==> config.mk <==
export PLATFORM = sky130hd
export DESIGN_NAME = rom_sdram_loader
export DESIGN_NICKNAME = d
export VERILOG_FILES = /design/src/rtl/loader_pkg.sv /design/src/rtl/loader_fifo.sv /design/src/rtl/rom_sdram_loader.sv
export SDC_FILE = /design/constraint.sdc
export NUM_CORES = 1
export LEC_CHECK = 0
export BUFFER_PORTS_ARGS = -buffer_cell sky130_fd_sc_hd__buf_2
export CAP_MARGIN = 20
export CORE_UTILIZATION = 40
export DETAILED_ROUTE_END_ITERATION = 6
export SYNTH_ARGS = -nofsm -noshare
export SYNTH_HDL_FRONTEND = slang
export SYNTH_SLANG_ARGS = --single-unit
==> constraint.sdc <==
create_clock -name clk_sys -period 3.84 [get_ports clk_sys]
set_input_delay 0.384 -clock clk_sys [delete_from_list [all_inputs] [get_ports clk_sys]]
set_output_delay 0.384 -clock clk_sys [all_outputs]
set_load 0.01 [all_outputs]
==> src/rtl/loader_pkg.sv <==
// Shared types for the ROM download loader: the SDRAM write record and the
// write-port FSM states.
package loader_pkg;

  localparam int unsigned BYTE_AW = 25;
  localparam int unsigned WORD_AW = 24;

  typedef struct packed {
    logic [WORD_AW-1:0] addr;
    logic [15:0]        data;
    logic [1:0]         ds;
  } wr_word_t;

  typedef enum logic {
    LD_IDLE,
    LD_REQ
  } ld_state_t;

  function automatic wr_word_t make_word(input logic [WORD_AW-1:0] addr,
                                         input logic [7:0] hi,
                                         input logic [7:0] lo,
                                         input logic [1:0] ds);
    wr_word_t w;
    w.addr = addr;
    w.data = {hi, lo};
    w.ds   = ds;
    return w;
  endfunction

endpackage

==> src/rtl/loader_fifo.sv <==
// Small synchronous FIFO of SDRAM write records. A push while full is
// refused (caller flags it); the head is read straight from storage.
module loader_fifo
  import loader_pkg::*;
#(
  parameter int unsigned DEPTH = 4
) (
  input  logic                     clk_sys,
  input  logic                     reset,
  input  logic                     push,
  input  wr_word_t                 push_word,
  input  logic                     pop,
  output wr_word_t                 head,
  output logic                     full,
  output logic                     empty,
  output logic [$clog2(DEPTH):0]   count
);

  localparam int unsigned PW = $clog2(DEPTH);
  localparam logic [PW:0] FULL_COUNT = (PW+1)'(DEPTH);

  wr_word_t      mem_q [DEPTH];
  logic [PW-1:0] wr_ptr_q, wr_ptr_d;
  logic [PW-1:0] rd_ptr_q, rd_ptr_d;
  logic [PW:0]   count_q, count_d;
  logic          do_push, do_pop;

  always_comb begin
    // NOTE: every comb output gets a default first so no path can infer a latch.
    do_push  = push && (count_q != FULL_COUNT);
    do_pop   = pop && (count_q != '0);
    wr_ptr_d = do_push ? wr_ptr_q + 1'b1 : wr_ptr_q;
    rd_ptr_d = do_pop  ? rd_ptr_q + 1'b1 : rd_ptr_q;
    count_d  = count_q;
    if (do_push && !do_pop) count_d = count_q + 1'b1;
    if (do_pop && !do_push) count_d = count_q - 1'b1;
  end

  // NOTE: sequential state uses <= so every flop samples pre-edge values.
  always_ff @(posedge clk_sys) begin
    if (reset) begin
      wr_ptr_q <= '0;
      rd_ptr_q <= '0;
      count_q  <= '0;
    end else begin
      wr_ptr_q <= wr_ptr_d;
      rd_ptr_q <= rd_ptr_d;
      count_q  <= count_d;
    end
  end

  // NOTE: storage is not reset; cleared pointers make stale entries unreachable.
  always_ff @(posedge clk_sys) begin
    if (do_push) mem_q[wr_ptr_q] <= push_word;
  end

  assign head  = mem_q[rd_ptr_q];
  assign full  = (count_q == FULL_COUNT);
  assign empty = (count_q == '0);
  assign count = count_q;

endmodule

==> src/rtl/rom_sdram_loader.sv <==
// Packs the ioctl byte stream into big-endian 16-bit SDRAM writes, diverts
// high addresses to a PROM port and reports download completion.
module rom_sdram_loader
  import loader_pkg::*;
#(
  parameter logic [24:0] ROM_SIZE   = 25'h0100000,
  parameter logic [23:0] BASE_WORD  = 24'h000000,
  parameter int unsigned FIFO_DEPTH = 4
) (
  input  logic        clk_sys,
  input  logic        reset,
  input  logic        rom_download,
  input  logic        ioctl_wr,
  input  logic [24:0] ioctl_addr,
  input  logic [7:0]  ioctl_dout,
  output logic        sdram_req,
  input  logic        sdram_ack,
  output logic [23:0] sdram_addr,
  output logic [15:0] sdram_din,
  output logic [1:0]  sdram_ds,
  output logic        prom_wr,
  output logic [11:0] prom_addr,
  output logic [7:0]  prom_data,
  output logic        loaded,
  output logic        overflow,
  output logic        seq_err
);

  localparam int unsigned CW = $clog2(FIFO_DEPTH) + 1;

  logic        dl_q;
  logic        dl_rise, dl_fall, byte_wr, to_prom, pend_live;
  logic [23:0] word_addr;

  logic        pend_valid_q, pend_valid_d;
  logic [7:0]  pend_byte_q, pend_byte_d;
  logic [23:0] pend_addr_q, pend_addr_d;
  logic        ended_q, ended_d;
  logic        loaded_q, loaded_d;
  logic        overflow_q, overflow_d;
  logic        seq_err_q, seq_err_d;
  logic        prom_wr_q, prom_wr_d;
  logic [11:0] prom_addr_q, prom_addr_d;
  logic [7:0]  prom_data_q, prom_data_d;
  ld_state_t   state_q, state_d;
  logic        req_q, req_d;
  wr_word_t    out_q, out_d;

  logic        fifo_push, fifo_pop, fifo_full, fifo_empty;
  wr_word_t    fifo_word, fifo_head;
  logic [CW-1:0] fifo_count;

  loader_fifo #(.DEPTH(FIFO_DEPTH)) u_fifo (
    .clk_sys   (clk_sys),
    .reset     (reset),
    .push      (fifo_push),
    .push_word (fifo_word),
    .pop       (fifo_pop),
    .head      (fifo_head),
    .full      (fifo_full),
    .empty     (fifo_empty),
    .count     (fifo_count)
  );

  // Byte packer, PROM diverter and status flags.
  always_comb begin
    dl_rise   = rom_download & ~dl_q;
    dl_fall   = ~rom_download & dl_q;
    byte_wr   = ioctl_wr & rom_download;
    to_prom   = ioctl_addr >= ROM_SIZE;
    word_addr = BASE_WORD + ioctl_addr[24:1];
    // A new download forgets any half-word left over from the previous one.
    pend_live = pend_valid_q & ~dl_rise;

    fifo_push    = 1'b0;
    fifo_word    = '0;
    pend_valid_d = pend_live;
    pend_byte_d  = pend_byte_q;
    pend_addr_d  = pend_addr_q;
    seq_err_d    = seq_err_q & ~dl_rise;

    if (dl_fall && pend_live) begin
      fifo_push    = 1'b1;
      fifo_word    = make_word(pend_addr_q, pend_byte_q, 8'h00, 2'b10);
      pend_valid_d = 1'b0;
    end else if (byte_wr && !to_prom) begin
      if (!ioctl_addr[0]) begin
        if (pend_live) begin
          fifo_push = 1'b1;
          fifo_word = make_word(pend_addr_q, pend_byte_q, 8'h00, 2'b10);
        end
        pend_valid_d = 1'b1;
        pend_byte_d  = ioctl_dout;
        pend_addr_d  = word_addr;
      end else begin
        fifo_push    = 1'b1;
        pend_valid_d = 1'b0;
        if (pend_live && pend_addr_q == word_addr) begin
          fifo_word = make_word(word_addr, pend_byte_q, ioctl_dout, 2'b11);
        end else begin
          fifo_word = make_word(word_addr, 8'h00, ioctl_dout, 2'b01);
          if (pend_live) seq_err_d = 1'b1;
        end
      end
    end

    overflow_d = (overflow_q & ~dl_rise) | (fifo_push & fifo_full);

    prom_wr_d   = byte_wr & to_prom;
    prom_addr_d = prom_wr_d ? ioctl_addr[11:0] - ROM_SIZE[11:0] : prom_addr_q;
    prom_data_d = prom_wr_d ? ioctl_dout : prom_data_q;

    ended_d  = ended_q | dl_fall;
    loaded_d = loaded_q | (~rom_download & ~pend_valid_q & (fifo_count == '0)
                           & (state_q == LD_IDLE) & ended_q);
    if (dl_rise) loaded_d = 1'b0;
  end

  // Write port: one request per FIFO word, with a mandatory idle cycle after each ack.
  always_comb begin
    state_d  = state_q;
    req_d    = req_q;
    out_d    = out_q;
    fifo_pop = 1'b0;
    unique case (state_q)
      LD_IDLE: begin
        if (!fifo_empty) begin
          out_d   = fifo_head;
          req_d   = 1'b1;
          state_d = LD_REQ;
        end
      end
      LD_REQ: begin
        if (sdram_ack) begin
          fifo_pop = 1'b1;
          req_d    = 1'b0;
          state_d  = LD_IDLE;
        end
      end
      default: state_d = LD_IDLE;
    endcase
  end

  always_ff @(posedge clk_sys) begin
    if (reset) begin
      dl_q         <= 1'b0;
      pend_valid_q <= 1'b0;
      pend_byte_q  <= '0;
      pend_addr_q  <= '0;
      ended_q      <= 1'b0;
      loaded_q     <= 1'b0;
      overflow_q   <= 1'b0;
      seq_err_q    <= 1'b0;
      prom_wr_q    <= 1'b0;
      prom_addr_q  <= '0;
      prom_data_q  <= '0;
      state_q      <= LD_IDLE;
      req_q        <= 1'b0;
      out_q        <= '0;
    end else begin
      dl_q         <= rom_download;
      pend_valid_q <= pend_valid_d;
      pend_byte_q  <= pend_byte_d;
      pend_addr_q  <= pend_addr_d;
      ended_q      <= ended_d;
      loaded_q     <= loaded_d;
      overflow_q   <= overflow_d;
      seq_err_q    <= seq_err_d;
      prom_wr_q    <= prom_wr_d;
      prom_addr_q  <= prom_addr_d;
      prom_data_q  <= prom_data_d;
      state_q      <= state_d;
      req_q        <= req_d;
      out_q        <= out_d;
    end
  end

  assign sdram_req  = req_q;
  assign sdram_addr = out_q.addr;
  assign sdram_din  = out_q.data;
  assign sdram_ds   = out_q.ds;
  assign prom_wr    = prom_wr_q;
  assign prom_addr  = prom_addr_q;
  assign prom_data  = prom_data_q;
  assign loaded     = loaded_q;
  assign overflow   = overflow_q;
  assign seq_err    = seq_err_q;

endmodule

# --- After elaboration in Yosys (flattened, before gate mapping) ---
# Memory sizes are Yosys's and may differ from the RTL's. A register that Yosys moved wholly into a read port is not among the register bits.
# Cells that the tools add are included.
word_totals:
  reg_bits: 68
  ramBits: 168
  mem_count: 1
classes:
  add_sub_neg: 4
  order_cmp: 1
  eq_ne: 5
  n_mux: 28
  bitwise_logic: 23
  reduce_logical: 18
memory_table:
  columns: ["name", "depth", "word_bits", "read_ports", "rd_ports_with_merged_regs", "wr", "line_no", "text"]
  rows:
  - ["u_fifo.mem_q", 4, 42, 1, 1, 1, "loader_fifo.sv:22", "wr_word_t mem_q [DEPTH];"]
ops:
  columns: ["op", "n"]
  rows:
  - ["$mux 42", 4]
  - ["$ge 25x21->1 const B", 1]
  - ["$eq 24x24->1", 1]
  - ["$mux 1", 19]
  - ["$mux 18", 1]
  - ["$and 1x1->1", 12]
  - ["$not 1->1", 8]
  - ["$logic_and 1x1->1", 7]
  - ["$mux 3", 2]
  - ["$add 2x1->2 const B", 2]
  - ["$ne 2x2->1 const B", 2]
  - ["$pmux 1 s2", 2]
  - ["$reduce_and 2->1", 2]
  - ["$reduce_or 2->1", 2]
  - ["$add 3x1->3 const B", 1]
  - ["$eq 3x3->1 const B", 1]
  - ["$logic_not 1->1", 3]
  - ["$logic_not 3->1", 1]
  - ["$ne 3x3->1 const B", 1]
  - ["$or 1x1->1", 3]
  - ["$reduce_and 3->1", 1]
  - ["$reduce_bool 3->1", 1]
  - ["$sub 3x1->3 const B", 1]
  - ["$reduce_bool 2->1", 1]

# --- Depth between registers and ports, before layout ---
# Gate-level depths: netlist of run 1.
depth:
  word_depth: 12
  ltp_mapped: 12
  depth_no_buf: 10

# --- Cells and area by module ---
# From an unflattened synthesis of run 1, not the netlist that was laid out.
unflattened:
  hier_cells: 788
  area_unflattened_um2: 10941.7
by_module_without_submodules:
  columns: ["module", "n_inst", "cells_each", "area_per_inst_um2", "seq_area_each_um2"]
  rows:
  - ["loader_fifo", 1, 274, 6601.3, 5225.0]
  - ["rom_sdram_loader", 1, 514, 4340.4, 2062.0]

# --- Worst setup path after synthesis of run 1 ---
# Ideal clock, no wire load.
synth_timing:
  kind: "input-to-reg"
  start: "in ioctl_addr[21]"
  end: "mem u_fifo.mem_q[0][0] in the netlist's numbering, enable pin"
  arrival_ns: 2.639
  required_time_ns: 3.436
  path_slack_ns: 0.797
  stages: 6
  path_buffers: 2
  path_cell_list: "or4_1 > buf_2 > o21ai_0 > and3_1 > clkbuf_1 > and2_1"
synth_via:
  elab_chain_cells: 8
synth_rtl:
  columns: ["element", "line_no", "text"]
  rows:
  - ["start: declaration", "rom_sdram_loader.sv:14", "input logic [24:0] ioctl_addr,"]
  - ["$ge 25x21->1", "rom_sdram_loader.sv:70", "to_prom = ioctl_addr >= ROM_SIZE;"]
  - ["$logic_not 1->1", "rom_sdram_loader.sv:86", "end else if (byte_wr && !to_prom) begin"]
  - ["$logic_and 1x1->1", "rom_sdram_loader.sv:86", null]
  - ["$mux 1", "rom_sdram_loader.sv:86", null]
  - ["$mux 1", "rom_sdram_loader.sv:82", "if (dl_fall && pend_live) begin"]
  - ["$logic_and 1x1->1", "loader_fifo.sv:30", "do_push = push && (count_q != FULL_COUNT);"]
  - ["$mux 1", "loader_fifo.sv:54", "if (do_push) mem_q[wr_ptr_q] <= push_word;"]
  - ["$mux 1 (not written as such)", "loader_fifo.sv:54", null]
  - ["end: declaration", "loader_fifo.sv:22", null]
# No other way between the ends.

# --- Worst setup path in the final report of run 1 ---
layout_timing:
  start: "reg pend_valid_q"
  end: "reg u_fifo.count_q[2], in the netlist u_fifo.count[2]"
layout_via:
  elab_chain_cells: 9
layout_rtl:
  columns: ["element", "line_no", "text"]
  rows:
  - ["start: declaration", "rom_sdram_loader.sv:35", "logic pend_valid_q, pend_valid_d;"]
  - ["start signal: assignment", "rom_sdram_loader.sv:162", "pend_valid_q <= pend_valid_d;"]
  - ["$and 1x1->1 *", "rom_sdram_loader.sv:73", "pend_live = pend_valid_q & ~dl_rise;"]
  - ["$mux 1", "rom_sdram_loader.sv:88", "if (pend_live) begin"]
  - ["$mux 1", "rom_sdram_loader.sv:87", "if (!ioctl_addr[0]) begin"]
  - ["$mux 1", "rom_sdram_loader.sv:86", null]
  - ["$mux 1 *", "rom_sdram_loader.sv:82", null]
  - ["$logic_and 1x1->1 *", "loader_fifo.sv:30", null]
  - ["$logic_not 1->1", "loader_fifo.sv:36", "if (do_pop && !do_push) count_d = count_q - 1'b1;"]
  - ["$logic_and 1x1->1", "loader_fifo.sv:36", null]
  - ["$mux 3 / $reduce_bool 2->1 (equally long branches)", null, null]
  - ["end signal: assignment", "loader_fifo.sv:48", "count_q <= count_d;"]
  - ["end: declaration", "loader_fifo.sv:25", "logic [PW:0] count_q, count_d;"]
# Every way passes the cells marked *; elsewhere a longest branch is shown, timed or not.
# A chain may end at the register's enable or synchronous reset.

==> results of run 1 <==
==> cell type report <==
type | count | area [um^2]
clock buffers | 34 | 754
clock inverters | 19 | 163
fillers | 2307 | 13600
inverters | 8 | 30.0
multi-input cells | 427 | 3290
flip-flops and latches | 278 | 7250
well taps | 335 | 419
repair buffers | 122 | 708
==> where the power goes <==
| group | switching, W | internal [W] | total, W |
|---|---|---|---|
| registers | 0.0000192 | 0.00317 | 0.00319 |
| clock network | 0.00110 | 0.00159 | 0.00270 |
| logic | 0.000158 | 0.0000866 | 0.000244 |
==> state kept, by name, summed over array words and instances (netlist names), 2 cells and up <==
register         flops
prom_data            8
u_fifo.wr_ptr_q      2
u_fifo.rd_ptr_q      2
u_fifo.count         3
prom_addr           12
sdram_din           16
sdram_addr          24
pend_byte_q          8
u_fifo.mem_q       168
sdram_ds             2
pend_addr_q         24
==> Yosys cell counts, types with 2 or more instances <==
library cell / count / area share (%)
xor2_1: 27 / 2.2
o31ai_1: 9 / 0.63
mux2i_1: 48 / 4.5
a22o_1: 19 / 1.5
nor4_1: 7 / 0.41
nor3_1: 2 / 0.093
clkbuf_1: 34 / 1.2
dfxtp_1: 110 / 20
a21o_1: 2 / 0.14
ha_1: 5 / 0.58
nand4_1: 2 / 0.12
o311a_1: 2 / 0.19
buf_6: 3 / 0.31
nand2_1: 89 / 3.1
and3_1: 6 / 0.35
a21oi_1: 48 / 2.2
buf_2: 10 / 0.46
edfxtp_1: 168 / 47
or3_1: 2 / 0.12
and2_1: 19 / 1.1
o21ai_0: 3 / 0.14
nor2b_1: 2 / 0.12
nand3_1: 18 / 0.84
nor2_1: 60 / 2.1
mux4_2: 42 / 8.8
inv_1: 8 / 0.28
nand2b_1: 4 / 0.23
==> metal layers <==
metal	global-route usage (%)	up-vias	part of all wire, %
met5	0	-	0
met4	4.39	0	2.0
met3	2.29	37	4.4
met2	27.7	141	47
met1	23.2	3126	47
li1	-	2999	-
==> kinds of logic (layout without fill, tap and decap cells) <==
logic type	count (synthesis)	count (layout)	synth area share, %
adder cells (fa/ha/maj)	6	6	0.767
AND/OR/NAND/NOR	214	214	8.80
XOR/XNOR	28	28	2.28
multiplexers	91	91	13.4
buffers and inverters	56	183	2.28
flip-flops	278	278	67.3
AO/OA/AOI/OAI	88	88	5.23
==> metrics by stage <==
step | hold WS [ns] | setup WS (ns) | utilization, % | area (um^2)
after floorplan | 0.437 | 0.797 | - | 10800
after global placement | 0.441 | 0.847 | 44.6 | 11700
after detailed placement | 0.445 | 0.792 | 44.6 | 11700
after CTS | 0.0659 | 1.19 | 48.1 | 12600
after global routing | 0.0805 | 0.969 | 48.1 | 12600
final | 0.0824 | 1.18 | 48.1 | 12600
==> worst max-delay path, cell delays in order, from the launching register on <==
cell and delay (ns):
dfxtp_1 0.33, and2_1 0.43, nand2b_1 0.29, and3_1 0.26, inv_1 0.08, ha_1 0.17
inv_1 0.06, fa_1 0.37, xor2_1 0.16, or3_1 0.30, a21oi_1 0.13
==> path summary, 6_finish.rpt <==
| check | start | slack (ns) | endpoint |
|---|---|---|---|
| worst max-delay path | pend_valid_q | 1.18 | u_fifo.count[2] |
| worst min-delay path | sdram_ack | 0.08 | state_q |
| worst max register to register | pend_valid_q | 1.18 | u_fifo.count[2] |
| worst min register to register | sdram_din[8] | 0.45 | sdram_din[8] |
==> qor.yml, run 1 <==
synthesis:
  ys.flop_type: "edfxtp_1"
  postSynthAreaPerCell_um2: 14.1
  yosysWarnings: 0
  synth-async-reset-ratio_pct: 0
  syn-cell-area_um2: 10800
  syn_nets: 805
  synthCells: 761
  synth-seq-cells: 278
  synth_edf_count: 168
  seq_area_frac_synth_pct: 67.3
  yosysUniqueCellTypes: 39
timing:
  rsz0062_at_grt: "no"
  final.period_utilization_pct: 69.3
  setup_violations: 0
  finalHoldViolations: 0
  finalMaxSlewViolations: 0
  finClkSkew_ns: 0.00930
  period_needed_ns: 2.66
  slew_headroom_pct: 33.7
  final.setup.tns_ns: 0
  maxClockFrequency_mhz: 376
  tightestPinTransition_ns: 0.994
job:
  maxCapViolations: 0
clock_tree:
  cts_root_buf: "clkbuf_16"
  cts.sinks: 278
  post_cts_buffers: 0
  clk_latency_ns: 0.53
  cts_tree: "done"
  clockBufferDepth: 3
  cts_buffers: 29
  cts_resized: 0
  cts_htree_levels: 1
  hold_buffers: 0
  clkTransAtPathRegs_ns: 0.06
worst_setup_path:
  worstPathRequired_ns: 4.29
  worstSetupPathType: "flop to flop"
  critical_path_arrival_ns: 3.11
  reg2reg_depth: 10
  critPathMaxFanout: 25
  endpoint_kind: "flop"
  start_kind: "flop"
floorplan:
  row_count: 59
  start_util_pct: 41.1
  core_um2: 26200
  die_area_um2: 27600
  io_pins: 105
  dieHeight_um: 166
  die_w_um: 166
global_route:
  grt_pass1_wl_um: 36000
  grt_pass1_vias: 6248
  grt_antenna_before_repair: 0
  overflow: 0
  grt_usage_pct: 16.7
  grt_start_max_net_pins: 78
placement:
  dp_hpwl_um: 14600
  dp.cells: 1170
  port_buffers: 104
  gp_congestion: 0.726
finish:
  area_growth_syn_to_layout_pct: 17.1
  drive_gt1_share_pct: 24.3
  fin_nets: 910
  stdcell_count: 1223
  mostFrequentLayoutCells: "edfxtp_1 (168), dfxtp_1 (108), buf_2 (103), nand2_1 (89), nor2_1 (59)"
  final_common_cell: "edfxtp_1"
  diodes: 0
power:
  p_leak_nw: 5.06
  p_per_area_nw_per_um2: 486
  total_power_w: 0.00613
  vdd_drop_max_uv: 263
worst_hold_path:
  hp-class: "input pin to flop"
  hold_depth: 2
status:
  violations: "design-rule violations"
  status: "finished, violations left"
route:
  dr_total_vias: 6303
  ant_nets: 0
  routed_wl_um: 22800
  drtPass1Iterations: 7
  routedWlPerCell_um: 18.6
  drc_errors: 7
  first_iter_violations: 364
  viasPerCell: 5.15
No activity file was read; power rests on OpenSTA's default activity.
==> run 2, diff against run 1 <==
Clock period 3.84 ns to 2.59 ns, I/O delays scaled along.
==> run 2 against run 1 <==
  * The flow still finishes with violations (design-rule violations)
  * Clock-buffer cell count grew 1
  * Clock skew decreased by 0.0033 ns
  * Global-route usage is essentially flat
  * Setup slack got worse by 0.75 ns
  * Total power is 49% higher
  * Non-clock buffer count is 33 higher
  * First-iteration DRC count shrank 3.3%
  * Largest power group unchanged
  * Highest routed layer unchanged
==> qor.yml, run 2 (synthesis results as in run 1) <==
clock_tree:
  cts_tree: "done"
  clk_latency_ns: 0.53  # about the same
  cts_htree_levels: 1  # unchanged
  clkTransAtPathRegs_ns: 0.06  # about the same
  clockBufferDepth: 3  # unchanged
  cts_resized: 0  # unchanged
  cts_root_buf: "clkbuf_16"
  cts.sinks: 278  # unchanged
  cts_buffers: 29  # unchanged
placement:
  port_buffers: 104  # unchanged
  dp_hpwl_um: 15100  # +2.8%
  dp.cells: 1193  # +2.0%
  gp_congestion: 0.759  # +4.5%
floorplan:
  core_um2: 26200  # unchanged
  die_w_um: 166  # unchanged
  die_area_um2: 27600  # unchanged
  dieHeight_um: 166  # unchanged
  io_pins: 105  # unchanged
  start_util_pct: 41.1  # unchanged
  row_count: 59  # unchanged
global_route:
  grt_start_max_net_pins: 42  # -46%
  grt_usage_pct: 16.8  # +0.020 points
  overflow: 0  # unchanged
  grt_pass1_vias: 6232  # -0.26%
  grt_antenna_before_repair: 0  # unchanged
  grt_pass1_wl_um: 35800  # -0.42%
timing:
  finalMaxSlewViolations: 0  # unchanged
  final.period_utilization_pct: 83.5  # +14 points
  maxClockFrequency_mhz: 462  # +23%
  final.setup.tns_ns: 0  # unchanged
  setup_violations: 0  # unchanged
  tightestPinTransition_ns: 0.587  # -0.407 ns
  slew_headroom_pct: 60.8  # +27 points
  finClkSkew_ns: 0.00602  # -0.00327 ns
  rsz0062_at_grt: "no"
  finalHoldViolations: 0  # unchanged
  period_needed_ns: 2.16  # -0.499 ns
worst_hold_path:
  hold_depth: 3  # +1
  min-delay-start: "ioctl_addr[16]"
  whs_endpoint: "pend_addr_q[15]"
  hp-class: "input pin to flop"
worst_setup_path:
  reg2reg_depth: 10  # unchanged
  critPathSlowestCell: "fa_1"
  critPathMaxFanout: 4  # -84%
  start_kind: "flop"
  path_depth: 10  # unchanged
  r2r_end: "u_fifo.count[2]"
  crit_chain: "and2_1 > nand2b_1 > and3_1 > inv_1 > ha_1 > inv_1 > fa_1 > xor2_1 > or3_1 > a21oi_1"
  r2r_start: "pend_valid_q"
  worstSetupPathType: "flop to flop"
  critical_path_arrival_ns: 2.62  # -0.49 ns
  crit_top_cell: "inv_1"
  worstPathRequired_ns: 3.05  # -1.24 ns
  crit_buf_inv: 2  # unchanged
  regToRegSetupSlack_ns: 0.43  # -0.75 ns
  endpoint_kind: "flop"
  crit_family: "simple AND/OR/NAND/NOR gates"
  cpPeakStageDelay_ns: 0.37  # -0.06 ns
power:
  seqPwrFrac_pct: 51.9  # about the same
  net-switching-power_w: 0.00194  # +52%
  pwr-share-clk_pct: 43.7  # -0.3 points
  combPwrFrac_pct: 4.4  # +0.4 points
  p_per_area_nw_per_um2: 703  # +44%
  p_leak_nw: 5.23  # +3.5%
  p_int_w: 0.00717  # +48%
  swShare_pct: 21.3  # +0.44 points
  vdd_drop_max_uv: 501  # +91%
route:
  drc_errors: 9  # +2
  top_layer_used: "met4"
  first_iter_violations: 352  # -3.3%
  viasPerCell: 5.07  # -1.6%
  route.met3.wl_um: 936  # -7.1%
  route.met2.wl_um: 11300  # +5.1%
  drtPass1Iterations: 6  # -1
  ant_nets: 0  # unchanged
  routed_wl_um: 23100  # +1.4%
  routedWlPerCell_um: 18.4  # -1.2%
  wl_met1_um: 10600  # about the same
  dr_total_vias: 6372  # +1.1%
finish:
  drive_gt1_share_pct: 26.5  # +2.2 points
  largest_register: "u_fifo.mem_q"
  largest_reg_flops: 168  # unchanged
  mostFrequentLayoutCells: "edfxtp_1 (168), dfxtp_1 (108), buf_2 (103), nand2_1 (89), nor2_1 (59)"
  stdcell_count: 1256  # +2.7%
  area_growth_syn_to_layout_pct: 20.5
  final_common_cell: "edfxtp_1"
  fin_nets: 943  # +3.6%
  diodes: 0  # unchanged
status:
  status: "finished, violations left"
  violations: "design-rule violations"
job:
  maxCapViolations: 0  # unchanged
[run 2: cell count changes in the layout (fill, tap and decap cells not counted), sizes merged]
cell	previous run	this run
buf	122	145
bufinv	3	2
clkbuf	34	35
clkinv	15	11
clkinvlp	1	5
dlygate4sd3	0	10
[run 2: per-layer routing]
layer,vias to the layer above,track usage [%]
met4,0,3.37
met1,3142,22.7
met5,-,0
met2,130,28.5
met3,25,2.76
li1,3075,-
[run 2: worst max-delay path by stage]
| stage | startpoint | end | slack [ns] |
|---|---|---|---|
| detailed placement | ioctl_addr[21] | u_fifo.count[2] | 0.09 |
| global route | pend_valid_q | u_fifo.count[2] | 0.29 |
| global placement | ioctl_addr[21] | u_fifo.count[2] | 0.12 |
| CTS | pend_valid_q | u_fifo.count[2] | 0.44 |
| finish | pend_valid_q | u_fifo.count[2] | 0.43 |
| floorplan | ioctl_addr[21] | u_fifo.mem_q[0][0] | 0.12 |
[run 2: timing repair]
item                       4_1_cts  5_1_grt
setup endpoints to repair        0        0
hold buffers                    10        0
setup buffers                    0        0
hold endpoints to repair        12        0
[run 2: power by group through the flow]
stage               Sequential [W]  Combinational (W)  Clock, W
floorplan                  0.00484           0.000187         0
global placement           0.00482           0.000395         0
detailed placement         0.00482           0.000396         0
CTS                        0.00473           0.000409   0.00410
global route               0.00473           0.000440   0.00426
finish                     0.00473           0.000401   0.00399
[run 2: layout make-up]
class,instances,area (um^2)
Sequential cell,278,7250
Multi-Input combinational cell,427,3290
Timing Repair Buffer,155,1070
Fill cell,2265,13200
Clock inverter,18,150
Tap cell,335,419
Inverter,8,30.0
Clock buffer,35,769
[run 2: through the flow]
step                total power (W)  instance area, um^2  utilization [%]  setup slack [ns]  hold slack (ns)
global placement            0.00522                12000             45.6             0.120            0.441
floorplan                   0.00503                10800                -             0.116            0.359
finish                      0.00912                13000             49.5             0.427           0.0144
global route                0.00943                13000             49.5             0.294          0.00441
CTS                         0.00924                13000             49.5             0.439         0.000274
detailed placement          0.00522                12000             45.6            0.0940            0.444
[run 2: tightest hold or removal path, stage by stage]
cell and delay [ns]:
buf_2 0.11, mux2i_1 0.07, nor2_1 0.08
